## config.mk

```make
export PLATFORM = sky130hd
export DESIGN_NAME = m_prog_loader
export DESIGN_NICKNAME = d
export VERILOG_FILES = /design/src/rtl/m_prog_loader.sv
export SDC_FILE = /design/constraint.sdc
export NUM_CORES = 1
export LEC_CHECK = 0
export ABC_CLOCK_PERIOD_IN_PS = 5600
export CELL_PAD_IN_SITES_DETAIL_PLACEMENT = 0
export CELL_PAD_IN_SITES_GLOBAL_PLACEMENT = 1
export CORE_ASPECT_RATIO = 0.75
export CORE_UTILIZATION = 40
export DETAILED_ROUTE_END_ITERATION = 10
export PLACE_DENSITY_LB_ADDON = 0.1
export SLEW_MARGIN = 15
export SYNTH_ARGS = -nofsm -noshare
export SYNTH_HDL_FRONTEND = slang
export SYNTH_SLANG_ARGS = --single-unit
```

## constraint.sdc

```tcl
create_clock -name w_clk -period 5.6 [get_ports w_clk]
set_clock_uncertainty 0.2 [all_clocks]
set_input_delay 0.56 -clock w_clk [delete_from_list [all_inputs] [get_ports w_clk]]
set_output_delay 0.56 -clock w_clk [all_outputs]
set_load 0.005 [all_outputs]
```

## src/rtl/m_prog_loader.sv

```systemverilog
// m_prog_loader
// UART program loader for the processor's 4K-word instruction memory.
// After reset it receives a 16-bit little-endian word count and then a stream
// of little-endian 32-bit words over an 8N1 serial line. Each word is written
// to consecutive word addresses starting at 0. When the image is complete the
// processor clock-enable is raised and held until the next reset.
//
// Parameters
//   CLKS_PER_BIT : clock cycles per UART bit (must be >= 4)
//   MAX_WORDS    : memory capacity in words; larger counts are saturated
// Ports
//   w_clk   in   system clock, rising edge
//   w_rst_n in   synchronous active-low reset
//   w_rxd   in   UART receive line, idle high, LSB first, asynchronous
//   w_addr  out  memory word address
//   w_we    out  memory write strobe, one cycle per word
//   w_din   out  memory write data
//   w_ce    out  processor clock-enable, high once loading is complete
//   w_busy  out  inverse of w_ce
//   w_err   out  sticky error: framing error or oversized count
module m_prog_loader #(
    parameter int CLKS_PER_BIT = 100,
    parameter int MAX_WORDS    = 4096
) (
    input  logic        w_clk,
    input  logic        w_rst_n,
    input  logic        w_rxd,
    output logic [11:0] w_addr,
    output logic        w_we,
    output logic [31:0] w_din,
    output logic        w_ce,
    output logic        w_busy,
    output logic        w_err
);

    localparam int              CW        = $clog2(CLKS_PER_BIT);
    localparam logic [CW-1:0]   BIT_LAST  = CW'(CLKS_PER_BIT - 1);
    localparam logic [CW-1:0]   HALF_LAST = CW'(CLKS_PER_BIT / 2 - 1);
    localparam logic [15:0]     MAX_CNT   = 16'(MAX_WORDS);

    typedef enum logic [1:0] {R_IDLE, R_START, R_DATA, R_STOP} r_state_t;
    typedef enum logic [1:0] {S_CNT0, S_CNT1, S_DATA, S_DONE} l_state_t;

    // ---------------- receiver ----------------
    logic          rx_s1_q, rx_s2_q;
    r_state_t      r_state_q, r_state_d;
    logic [CW-1:0] clk_cnt_q, clk_cnt_d;
    logic [2:0]    bit_idx_q, bit_idx_d;
    logic [7:0]    shift_q, shift_d;
    logic          byte_valid;
    logic          frame_err;

    always_comb begin
        r_state_d  = r_state_q;
        clk_cnt_d  = clk_cnt_q;
        bit_idx_d  = bit_idx_q;
        shift_d    = shift_q;
        byte_valid = 1'b0;
        frame_err  = 1'b0;
        case (r_state_q)
            R_IDLE: begin
                if (!rx_s2_q) begin
                    clk_cnt_d = '0;
                    r_state_d = R_START;
                end
            end
            R_START: begin
                // Resample mid start bit; a high level means a glitch.
                if (clk_cnt_q == HALF_LAST) begin
                    clk_cnt_d = '0;
                    bit_idx_d = '0;
                    r_state_d = rx_s2_q ? R_IDLE : R_DATA;
                end else begin
                    clk_cnt_d = clk_cnt_q + CW'(1);
                end
            end
            R_DATA: begin
                if (clk_cnt_q == BIT_LAST) begin
                    clk_cnt_d = '0;
                    shift_d   = {rx_s2_q, shift_q[7:1]};
                    bit_idx_d = bit_idx_q + 3'd1;
                    if (bit_idx_q == 3'd7) begin
                        r_state_d = R_STOP;
                    end
                end else begin
                    clk_cnt_d = clk_cnt_q + CW'(1);
                end
            end
            R_STOP: begin
                // Back to idle on the sample cycle so a start bit that
                // follows immediately is still caught.
                if (clk_cnt_q == BIT_LAST) begin
                    clk_cnt_d = '0;
                    r_state_d = R_IDLE;
                    if (rx_s2_q) begin
                        byte_valid = 1'b1;
                    end else begin
                        frame_err = 1'b1;
                    end
                end else begin
                    clk_cnt_d = clk_cnt_q + CW'(1);
                end
            end
            default: r_state_d = R_IDLE;
        endcase
    end

    // ---------------- loader ----------------
    l_state_t    l_state_q, l_state_d;
    logic [7:0]  cnt_lo_q, cnt_lo_d;
    logic [15:0] count_q, count_d;
    logic [11:0] addr_q, addr_d;
    logic [23:0] word_q, word_d;
    logic [1:0]  byte_idx_q, byte_idx_d;
    logic [31:0] din_q, din_d;
    logic        we_q, we_d;
    logic        ce_q, ce_d;
    logic        err_q, err_d;
    logic [15:0] full_count;

    always_comb begin
        l_state_d  = l_state_q;
        cnt_lo_d   = cnt_lo_q;
        count_d    = count_q;
        addr_d     = addr_q;
        word_d     = word_q;
        byte_idx_d = byte_idx_q;
        din_d      = din_q;
        we_d       = 1'b0;
        ce_d       = ce_q;
        err_d      = err_q | frame_err;
        full_count = {shift_q, cnt_lo_q};
        case (l_state_q)
            S_CNT0: begin
                if (byte_valid) begin
                    cnt_lo_d  = shift_q;
                    l_state_d = S_CNT1;
                end
            end
            S_CNT1: begin
                if (byte_valid) begin
                    if (full_count == 16'd0) begin
                        ce_d      = 1'b1;
                        l_state_d = S_DONE;
                    end else if (full_count > MAX_CNT) begin
                        err_d     = 1'b1;
                        count_d   = MAX_CNT;
                        l_state_d = S_DATA;
                    end else begin
                        count_d   = full_count;
                        l_state_d = S_DATA;
                    end
                end
            end
            S_DATA: begin
                // Cycle after a write: either advance the address or finish.
                // The address is not bumped after the last word because a
                // full-size image would wrap the 12-bit address to 0.
                if (we_q) begin
                    if ({4'd0, addr_q} == count_q - 16'd1) begin
                        ce_d      = 1'b1;
                        l_state_d = S_DONE;
                    end else begin
                        addr_d = addr_q + 12'd1;
                    end
                end
                if (byte_valid) begin
                    byte_idx_d = byte_idx_q + 2'd1;
                    case (byte_idx_q)
                        2'd0: word_d[7:0]   = shift_q;
                        2'd1: word_d[15:8]  = shift_q;
                        2'd2: word_d[23:16] = shift_q;
                        default: begin
                            din_d = {shift_q, word_q};
                            we_d  = 1'b1;
                        end
                    endcase
                end
            end
            S_DONE: ce_d = 1'b1;
            default: l_state_d = S_CNT0;
        endcase
    end

    always_ff @(posedge w_clk) begin
        if (!w_rst_n) begin
            rx_s1_q    <= 1'b1;
            rx_s2_q    <= 1'b1;
            r_state_q  <= R_IDLE;
            clk_cnt_q  <= '0;
            bit_idx_q  <= '0;
            shift_q    <= '0;
            l_state_q  <= S_CNT0;
            cnt_lo_q   <= '0;
            count_q    <= '0;
            addr_q     <= '0;
            word_q     <= '0;
            byte_idx_q <= '0;
            din_q      <= '0;
            we_q       <= 1'b0;
            ce_q       <= 1'b0;
            err_q      <= 1'b0;
        end else begin
            rx_s1_q    <= w_rxd;
            rx_s2_q    <= rx_s1_q;
            r_state_q  <= r_state_d;
            clk_cnt_q  <= clk_cnt_d;
            bit_idx_q  <= bit_idx_d;
            shift_q    <= shift_d;
            l_state_q  <= l_state_d;
            cnt_lo_q   <= cnt_lo_d;
            count_q    <= count_d;
            addr_q     <= addr_d;
            word_q     <= word_d;
            byte_idx_q <= byte_idx_d;
            din_q      <= din_d;
            we_q       <= we_d;
            ce_q       <= ce_d;
            err_q      <= err_d;
        end
    end

    assign w_addr = addr_q;
    assign w_we   = we_q;
    assign w_din  = din_q;
    assign w_ce   = ce_q;
    assign w_busy = ~ce_q;
    assign w_err  = err_q;

endmodule

```

Word level (Yosys, flattened, before mapping)
Index checks and enable logic that the tools add are counted.

word-level totals
  flip-flop bits (word level) = 121
  latch bits = 0
  memory bits (writable) = 0
  ROM bits = 0
  input port bits = 3
  memories kept = 0

operators by class
  add/subtract/negate cells = 5
  multipliers = 0
  div/mod/pow operators = 0
  $lt $le $gt $ge = 1
  eq/ne operators = 22
  shift-type cells = 0
  mux-type cells = 37
  bitwise operators = 5
  reductions and logical operators = 23

operator list
  operator                                              count
  AND reduction 3 bit                                   8
  2-to-1 mux 7 bit                                      3
  one-hot mux 7 bit (3 select lines)                    1
  2-to-1 mux 2 bit                                      10
  != test 2 bit, second input constant                  10
  == test 12 x 16 -> 1 bit                              1
  > comparator 16 x 13 -> 1 bit, second input constant  1
  zero test 16 bit                                      1
  2-to-1 mux 1 bit                                      16
  2-to-1 mux 16 bit                                     1
  subtractor 16 x 1 -> 16 bit, second input constant    1
  AND reduction 5 bit                                   3
  adder 12 x 1 -> 12 bit, second input constant         1
  == test 2 bit, second input constant                  5
  one-hot mux 2 bit (4 select lines)                    1
  adder 7 x 1 -> 7 bit, second input constant           1
  == test 7 x 6 -> 1 bit, second input constant         1
  == test 7 bit, second input constant                  1
  == test 2 x 1 -> 1 bit, second input constant         3
  zero test 2 bit                                       3
  2-to-1 mux 3 bit                                      2
  one-hot mux 2 bit (3 select lines)                    1
  one-hot mux 3 bit (2 select lines)                    1
  AND reduction 2 bit                                   3
  10 further kinds                                      14

Depth between registers and ports, before layout
Gate-level depths: netlist of run 1.

  depth after elaboration = 8
  gate-level depth with buffers = 13

Worst setup path after synthesis of run 1
Ideal clock, no wire load.

  path kind = flip-flop to flip-flop
  start = reg count_q[0]
  end = reg addr_q[5], in the netlist w_addr[5]
  setup time = 0.072 ns
  data arrival time = 2.324 ns
  setup slack = 3.004 ns
  cell stages (with the launch flop) = 12
  period minus slack after synthesis = 2.596 ns
  cells stage by stage = dfxtp_1 buf_2 inv_1 ha_1 clkbuf_1 nand4bb_1 a22oi_1 nand3_1 a211o_1 or4_1 nand3_1 mux2i_1

on the way
  word-level cells in the longest chain between the ends = 4

ends and longest elaborated chain
  item                           RTL line  RTL
  start: declaration             111       logic [15:0] count_q, count_d;
  start signal: assignment       212       count_q <= count_d;
  subtractor 16 x 1 -> 16 bit    160       if ({4'd0, addr_q} == count_q - 16'd1) begin
  == test 12 x 16 -> 1 bit       160
  NOT 1 bit (no line)            --
  AND reduction 3 bit (no line)  --
  end signal: assignment         213       addr_q <= addr_d;
  end: declaration               112       logic [11:0] addr_q, addr_d;

No other way between the ends.
A chain may end at the register's enable or synchronous reset.

Final worst setup path of run 1
  start = reg clk_cnt_q[0]
  end = reg din_q[26], in the netlist w_din[26]

on the way
  word-level cells in the longest chain between the ends = 4

ends and longest elaborated chain
  item                           RTL line  RTL
  start: declaration             47        logic [CW-1:0] clk_cnt_q, clk_cnt_d;
  start signal: assignment       207       clk_cnt_q <= clk_cnt_d;
  == test 7 bit                  92        if (clk_cnt_q == BIT_LAST) begin
  2-to-1 mux 1 bit               92
  2-to-1 mux 1 bit               60        case (r_state_q)
  AND reduction 3 bit (no line)  --
  end signal: assignment         216       din_q <= din_d;
  end: declaration               115       logic [31:0] din_q, din_d;

No other way between the ends.

==> results of run 1 <==
-- cell families after synthesis --
family,Yosys count,synth area share
and+or+nand+nor,288,0.2533
AOI/OAI and AO/OA,137,0.1500
xor gates and xnor gates,15,0.02420
DFF,121,0.4462
adders and majority gates,15,0.03457
buffers and inverters,68,0.05209
muxes,21,0.03964
-- power by group through the flow --
stage               clock network, uW  registers [uW]  logic (uW)
finish                           1060             872        63.7
global route                     1130             872        70.9
CTS                              1080             872        64.1
detailed placement                  0             891        64.1
global placement                    0             890        62.1
floorplan                           0             889        46.5
-- flip-flops by register name, indices dropped and copies added (netlist names), named ones only --
signal and flops:
bit_idx_q 3, byte_idx_q 2, clk_cnt_q 7, cnt_lo_q 8
count_q 16, l_state_q 2, r_state_q 1, rx_s1_q 1
rx_s2_q 1, shift_q 8, w_addr 12, w_ce 1
w_din 32, w_err 1, w_we 1, word_q 24
-- worst reg2reg max path, stage by stage, from the launching register on --
cell and delay [ns]:
dfxtp_1 0.39, ha_1 0.22, nand4b_1 0.11, nor3_1 0.45, and4_1 0.57, and2_1 0.19, buf_4 0.28, nand2_2 0.44
nand2_1 0.23, a21oi_1 0.08
-- layer usage --
layer | wire (um) | part of all wire
met2 | 5448 | 0.43
met5 | 0 | 0
met4 | 142 | 0.011
met1 | 6667 | 0.52
met3 | 480 | 0.038
-- per-stage QoR --
stage / utilization / power [uW] / instances / setup slack [ns]
after floorplan: - / 935.1 / 665 / 3.004
after global placement: 0.4546 / 952.0 / 840 / 2.042
after detailed placement: 0.4546 / 954.7 / 840 / 1.864
after CTS: 0.4986 / 2020 / 872 / 1.868
after global routing: 0.4990 / 2072 / 872 / 1.894
final: 0.4990 / 1999 / 872 / 2.262
-- layout by cell type (no fill, tap or decap), types with 4 or more instances in the layout --
| cell type | instances |
|---|---|
| nand4_1 | 6 |
| nand2b_1 | 8 |
| buf_4 | 4 |
| xor2_1 | 6 |
| and3_1 | 7 |
| o41ai_1 | 4 |
| inv_1 | 17 |
| nor4_1 | 4 |
| dfxtp_1 | 121 |
| nor3_1 | 8 |
| ha_1 | 15 |
| or4_1 | 5 |
| nor2b_1 | 4 |
| o21ai_0 | 8 |
| a211oi_1 | 4 |
| o31ai_1 | 5 |
| nor2_1 | 37 |
| nand3_1 | 57 |
| xnor2_1 | 9 |
| clkinv_2 | 5 |
| clkdlybuf4s50_1 | 50 |
| nand2_1 | 128 |
| mux2i_1 | 20 |
| clkbuf_16 | 17 |
| a21oi_1 | 89 |
-- cells in the mapped netlist, types with 4 or more instances --
cell type	n	area, um2
nand2_1	129	484.2
dfxtp_1	121	2422
a21oi_1	89	445.4
nand3_1	57	285.3
clkbuf_1	38	142.6
nor2_1	38	142.6
mux2i_1	20	200.2
inv_1	17	63.81
ha_1	15	187.7
buf_2	10	50.05
xnor2_1	9	78.83
and3_1	8	50.05
nand2b_1	8	50.05
nor3_1	8	40.04
o21ai_0	8	40.04
nand4_1	6	37.54
xor2_1	6	52.55
o31ai_1	5	37.54
or4_1	5	37.54
a211oi_1	4	30.03
nor2b_1	4	25.02
nor4_1	4	25.02
o41ai_1	4	35.03
-- path summary, 6_finish.rpt --
path | startpoint | to | cells past startpoint
setup reg to reg | clk_cnt_q[0] | w_din[26] | 9
hold reg to reg | rx_s1_q | rx_s2_q | 1
setup / recovery | clk_cnt_q[0] | w_din[26] | 9
hold / removal | rx_s1_q | rx_s2_q | 1
-- area by class of cell --
| type | instances | area, um2 |
|---|---|---|
| Fill cell | 1246 | 6566 |
| Multi-Input combinational cell | 476 | 2730 |
| Sequential cell | 121 | 2422 |
| Timing Repair Buffer | 54 | 530.5 |
| Clock buffer | 17 | 425.4 |
| Tap cell | 171 | 214.0 |
| Clock inverter | 15 | 151.4 |
| Inverter | 18 | 67.56 |
==> run metrics, run 1 <==
initial core utilization 0.4142; total number of vias between 4000 and 5000; minimum clock period 3.338 ns; sw power about 450 uW; hold crit path type flip-flop to flip-flop; Final period util 0.5962; grt total ovfl 0; mean post-synth cell area roughly 8 um2; crit path DAT approximately 3.4 ns; Slew @ Worst Pin ~1.1 ns; Area after DPL roughly 0.0060 mm2; area of the mapped netlist 0.005429 mm2; Root Driver clkbuf_16; Leak 0.002228 uW; Max-Slew Margin vs Limit 0.2862; busiest grt layer met2; MaxCap Viol Count 0; # setup viols final 0; FF+latch count, synth 121; met3 global-route usage 0.04081; Die X between 100 and 150 um; Clock transition at path regs approximately 0.06 ns; fmax about 300 MHz; Clock Sinks 121; Fin. Hold Viols 0; initial DRC count between 200 and 250; GR Util met1 0.2829; Max clock buf depth 2; ys async rst share 0; HPWL Detailed between 8 and 9 mm; Critical Path RT around 5.6 ns; proportion of layout cells with a drive suffix above 1 0.07418; antenna violations before repair 0; Largest stage delay, worst path about 0.57 ns; vias per cell about 5.4; Rows 36; endpoint class of the critical path flip-flop; Clock Power Share 0.532; ANT nets after route 0; TritonCTS clock tree done; io pins between 50 and 60; unrepaired setup endpoints after global routing false; share of power burned in registers 0.436; router iterations before antenna repair 4; Pint about 1500 uW; clk_lat worst skew ~0.41 ns; CTS H-tree depth 4; vias in the first global route 4346; status completed; count of buffers from port buffering 50; WL/cell around 15 um; Syn Inst Count around 670; Post-CTS Setup Inserts 0; syn nets 683; Layout area overhead 20.49%; PostCTS Resize Cnt 0; core area about 0.013 mm2; Max IR drop VDD between 0.2 and 0.25 mV; Buf+Inv Stages, Crit Path 1; GRT Total Usage 0.1941; Yosys Warn Count 0; crit path cell chain ha_1 -> nand4b_1 -> nor3_1 -> and4_1 -> and2_1 -> buf_4 -> nand2_2 -> nand2_1 -> a21oi_1; CP Launch Type flip-flop; library cells used by synthesis 58; worst setup path class flip-flop to flip-flop; pin count of the biggest net entering global routing 65; sequential share of the synthesized area 0.4462; crit-path leading delay family simple AND/OR/NAND/NOR gates; CP max FO 33; Antenna Cells 0; worst hold margin ~0.2 ns; Die ar. approximately 0.014 mm2; DRC viols 0; predominant post-synthesis flop cell dfxtp_1; DIE HEIGHT between 100 and 150 um; pwr/cell area between 300 and 400 mW/mm2; Post-Layout Inst Area roughly 0.0065 mm2; max-slew violations 0; RePlAce Congestion about 0.88; final WL about 13 mm; hold buffer count at CTS 0; CP max-delay cell and4_1; first-pass GRT wire length about 21 mm; TritonCTS buffer count 17; r2r setup slk ~2.3 ns; Nets roughly 700; number of flops mapped to enable cells by yosys 0; Net Sw Frac 0.2268; M2 GR Usage 0.2839; combinational power share 0.032; Setup TNS 0 ns
No activity file was read; power rests on OpenSTA's default activity.
==> run 2, diff against run 1 <==
Settings changed: ABC_CLOCK_PERIOD_IN_PS 5600 to 3000, CORE_UTILIZATION 40 to 39.
Clock period 5.6 ns to 3 ns, I/O delays scaled along.
==> run metrics, run 2 (synthesized netlist as in run 1, its figures left out) <==
io pins 51; grt total ovfl 0; Die X 138.2 um; # setup viols final 0; CP max-delay cell or4_1; count of buffers from port buffering 50; CTS H-tree depth 4; pwr/cell area about 560 mW/mm2; Area after DPL just over 0.006 mm2; commonest non-fill, non-tap cells in the layout 129 x nand2_1, 121 x dfxtp_1, 89 x a21oi_1, 57 x nand3_1, 50 x clkdlybuf4s50_1; Max IR drop VDD between 0.4 and 0.5 mV; Clock transition at path regs about 0.060 ns; most common library cell in the layout ignoring fill and taps nand2_1; initial core utilization 0.4086; worst hold margin roughly 0.25 ns; DRC viols 6; fmax roughly 360 MHz; Nets around 720; worst hold start rx_s1_q; initial DRC count about 230; WL/cell about 15 um; TritonCTS buffer count 17; TritonCTS clock tree done; Max clock buf depth 2; first-pass GRT wire length 22.35 mm; Post-Layout Inst Area 0.006651 mm2; crit path DAT ~3 ns; CP Launch Type flip-flop; unrepaired setup endpoints after global routing false; Final period util 0.9313; Layout area overhead 22.52%; minimum clock period approximately 2.8 ns; Clock Sinks between 100 and 150; crit path from count_q[0]; antenna violations before repair 0; Rows 36; proportion of layout cells with a drive suffix above 1 0.08427; core area between 0.01 and 0.015 mm2; Setup TNS 0 ns; HPWL Detailed ~9 mm; Slew @ Worst Pin slightly below 0.7 ns; clk_lat worst skew ~0.42 ns; Leak approximately 0.0023 uW; worst r2r src count_q[0]; vias in the first global route 4543; ANT nets after route 0; CP dominant cell by count nand3_1; Die ar. between 0.01 and 0.015 mm2; Max-Slew Margin vs Limit 0.5410; vias per cell approximately 5.4; number of flip-flops in the largest register 32; Antenna Cells 0; final WL 13.14 mm; pin count of the biggest net entering global routing 45; crit path cell chain inv_1 -> ha_1 -> xnor2_1 -> a22oi_1 -> nand3_1 -> a211o_1 -> or4_1 -> nand3_1 -> mux2i_1; total number of vias roughly 4700; status finished with violations; MaxCap Viol Count 0; hold crit path type flip-flop to flip-flop; Critical Path RT roughly 3.1 ns; RePlAce Congestion ~0.85; violated checks design-rule violations; router iterations before antenna repair 7; DIE HEIGHT between 100 and 150 um; max-slew violations 0; CP max FO 8; Fin. Hold Viols 0; Root Driver clkbuf_16; worst setup path class flip-flop to flip-flop; GRT Total Usage 0.1928; Largest stage delay, worst path 0.59 ns; endpoint class of the critical path flip-flop
-- run 2: final cells by class --
class                      instances  area, um2
clock buffer                      17      425.4
sequential                       121       2422
fill                            1285       6636
timing repair buffer              65      638.1
inverter                          18      67.56
tap                              171      214.0
clock inverter                    15      151.4
multi-input combinational        476       2733
-- run 2: what timing repair did --
action	CTS	global route
resized for setup	0	1
endpoints found under the setup margin	0	13
hold buffers	0	0
buffers inserted	0	0
-- run 2: final timing paths --
path / end / slack (ns) / depth (start not counted)
max: w_addr[5] / 0.21 / 9
min: rx_s2_q / 0.25 / 1
max reg2reg: w_addr[5] / 0.21 / 9
min reg2reg: rx_s2_q / 0.25 / 1
-- run 2: stage by stage --
step	power (uW)	util	cells	worst slack [ns]
6_report	3754	0.5006	883	0.2060
5_1_grt	3893	0.5006	883	0.003913
4_1_cts	3791	0.4999	883	0.1510
3_5_place_dp	1790	0.4565	851	0.1688
3_3_place_gp	1786	0.4565	851	0.3036
2_1_floorplan	1745	-	665	0.4040
-- run 2: critical path, delay by kind of cell (launching register included) --
kind / cells / cell delay [ns]
buffers and inverters: 1 / 0.08
adder cells (fa/ha/maj): 1 / 0.30
AND/OR/NAND/NOR: 3 / 0.82
AO/OA/AOI/OAI: 2 / 0.48
XOR/XNOR: 1 / 0.16
flip-flops: 1 / 0.50
multiplexers: 1 / 0.18
-- run 2: power by group --
group | total, uW | switching, uW | leakage, uW | internal [uW]
sequential | 1630 | 9.86 | 0.000975 | 1620
combinational | 129 | 77.8 | 0.00105 | 51.0
clock | 2000 | 777 | 0.000279 | 1220
-- run 2: per-layer routing --
metal  share of wire  up-vias  GRT usage  routed length (um)
li1                -     2391          -                   -
met1            0.52     2261     0.2680                6849
met5               0        -          0                   0
met4          0.0059        0    0.05939                  77
met3           0.029        4    0.04650                 376
met2            0.44       73     0.2937                5835
==> run 3, diff against run 2 <==
Settings changed: ABC_CLOCK_PERIOD_IN_PS 3000 to 3560, CORE_UTILIZATION 39 to 40, SKIP_LAST_GASP set to 1.
Clock period 3 ns to 3.56 ns, I/O delays scaled along.
==> run metrics, run 3 (synthesized netlist as in run 1, its figures left out) <==
status completed; pre-CTS setup slack between 0.6 and 0.7 ns; combinational power share 0.032; endpoint class of the critical path flip-flop; unrepaired setup endpoints after global routing false; antenna violations before repair 0; CP dominant cell by count nand3_1; vias in the first global route 4412; hold buffer count at CTS 0; CP max-delay cell or4_1; most common library cell in the layout ignoring fill and taps nand2_1; minimum clock period approximately 3.0 ns; crit path cell chain inv_1 -> ha_1 -> xnor2_1 -> nor3_1 -> nand3_1 -> a211o_1 -> or4_1 -> nand3_1 -> mux2i_1; Net Sw Frac 0.2199; GRT Total Usage 0.1979; initial DRC count approximately 220; Clock Sinks 121; Post-Layout Cell Count 878; Pint 2505 uW; Layout area overhead 21.89%; number of flip-flops in the largest register 32; proportion of layout cells with a drive suffix above 1 0.07638; Buf+Inv Stages, Crit Path 1; Post-CTS Setup Inserts 0; sw power between 700 and 800 uW; hold path cells 1; final WL 12.85 mm; Die X approximately 140 um; fmax ~340 MHz; Antenna Cells 0; initial core utilization 0.4142; CTS H-tree depth 4; DRC viols 0; Clock transition at path regs approximately 0.060 ns; clk_lat worst skew between 0.4 and 0.5 ns; CP Launch Type flip-flop; Critical Path RT roughly 3.7 ns; ANT nets after route 0; Area after DPL between 0.006 and 0.007 mm2; Max-Slew Margin vs Limit 0.4106; PostCTS Resize Cnt 0; Post-Layout Inst Area around 0.0066 mm2; Slew @ Worst Pin ~0.88 ns; Finished Core Util 0.5049; router iterations before antenna repair 5; Max IR drop VDD 0.3484 mV; TritonCTS buffer count 17; Leak ~0.0023 uW; hold crit path type flip-flop to flip-flop; crit-path leading delay family simple AND/OR/NAND/NOR gates; commonest non-fill, non-tap cells in the layout 129 x nand2_1, 121 x dfxtp_1, 89 x a21oi_1, 57 x nand3_1, 50 x clkdlybuf4s50_1; grt total ovfl 0; WP depth 9; r2r worst-path depth 9; Die ar. ~0.014 mm2; Final period util 0.8318; HPWL Detailed 8.620 mm; fill count 1245; MaxCap Viol Count 0; pin count of the biggest net entering global routing 90; Rows 36; Root Driver clkbuf_16; share of power burned in registers 0.427; io pins slightly above 50; Clock Power Share 0.541; Setup TNS 0 ns; Max clock buf depth 2; Fin. Hold Viols 0; TritonCTS clock tree done; Nets 712; RePlAce Congestion 0.8149; Largest stage delay, worst path 0.65 ns; total number of vias approximately 4700; DIE HEIGHT just over 100 um; worst setup path class flip-flop to flip-flop; cell total after placement 846; pwr/cell area approximately 490 mW/mm2; core area approximately 0.013 mm2; first-pass GRT wire length between 20 and 25 mm; CP max FO 7; crit path DAT 3.10 ns; count of buffers from port buffering 50; Final WS setup between 0.5 and 0.6 ns; max-slew violations 0; # setup viols final 0; vias per cell 5.367; WL/cell roughly 15 um
-- run 3: metrics by stage --
stage,hold WS [ns],total power (uW)
2_1_floorplan,0.1863,1471
3_3_place_gp,0.1998,1502
3_5_place_dp,0.2023,1504
4_1_cts,0.2281,3250
5_1_grt,0.2505,3326
6_report,0.2228,3212
-- run 3: layer usage --
layer	up-vias	GRT usage	routed length, um
met1	2227	0.2856	6777
met4	0	0.05726	110
met3	9	0.05015	550
met2	102	0.2889	5417
li1	2374	-	-
met5	-	0	0
-- run 3: power by group through the flow --
stage	registers [uW]	logic (uW)	clock network (uW)
2_1_floorplan	1400	73.1	0
3_3_place_gp	1400	102	0
3_5_place_dp	1400	103	0
4_1_cts	1370	104	1770
5_1_grt	1370	115	1840
6_report	1370	103	1740
-- run 3: worst paths after layout --
| path | startpoint | endpoint | slack (ns) |
|---|---|---|---|
| setup / recovery | count_q[0] | w_addr[5] | 0.60 |
| hold / removal | rx_s1_q | rx_s2_q | 0.22 |
| setup reg to reg | count_q[0] | w_addr[5] | 0.60 |
| hold reg to reg | rx_s1_q | rx_s2_q | 0.22 |
-- run 3: cell type report --
| cell class | count | area (um2) | area share |
|---|---|---|---|
| sequential | 121 | 2422 | 0.3660 |
| inverter | 18 | 67.56 | 0.01021 |
| clock inverter | 14 | 172.7 | 0.02609 |
| tap | 171 | 214.0 | 0.03233 |
| multi-input combinational | 476 | 2724 | 0.4116 |
| clock buffer | 18 | 429.2 | 0.06485 |
| timing repair buffer | 60 | 588.1 | 0.08886 |
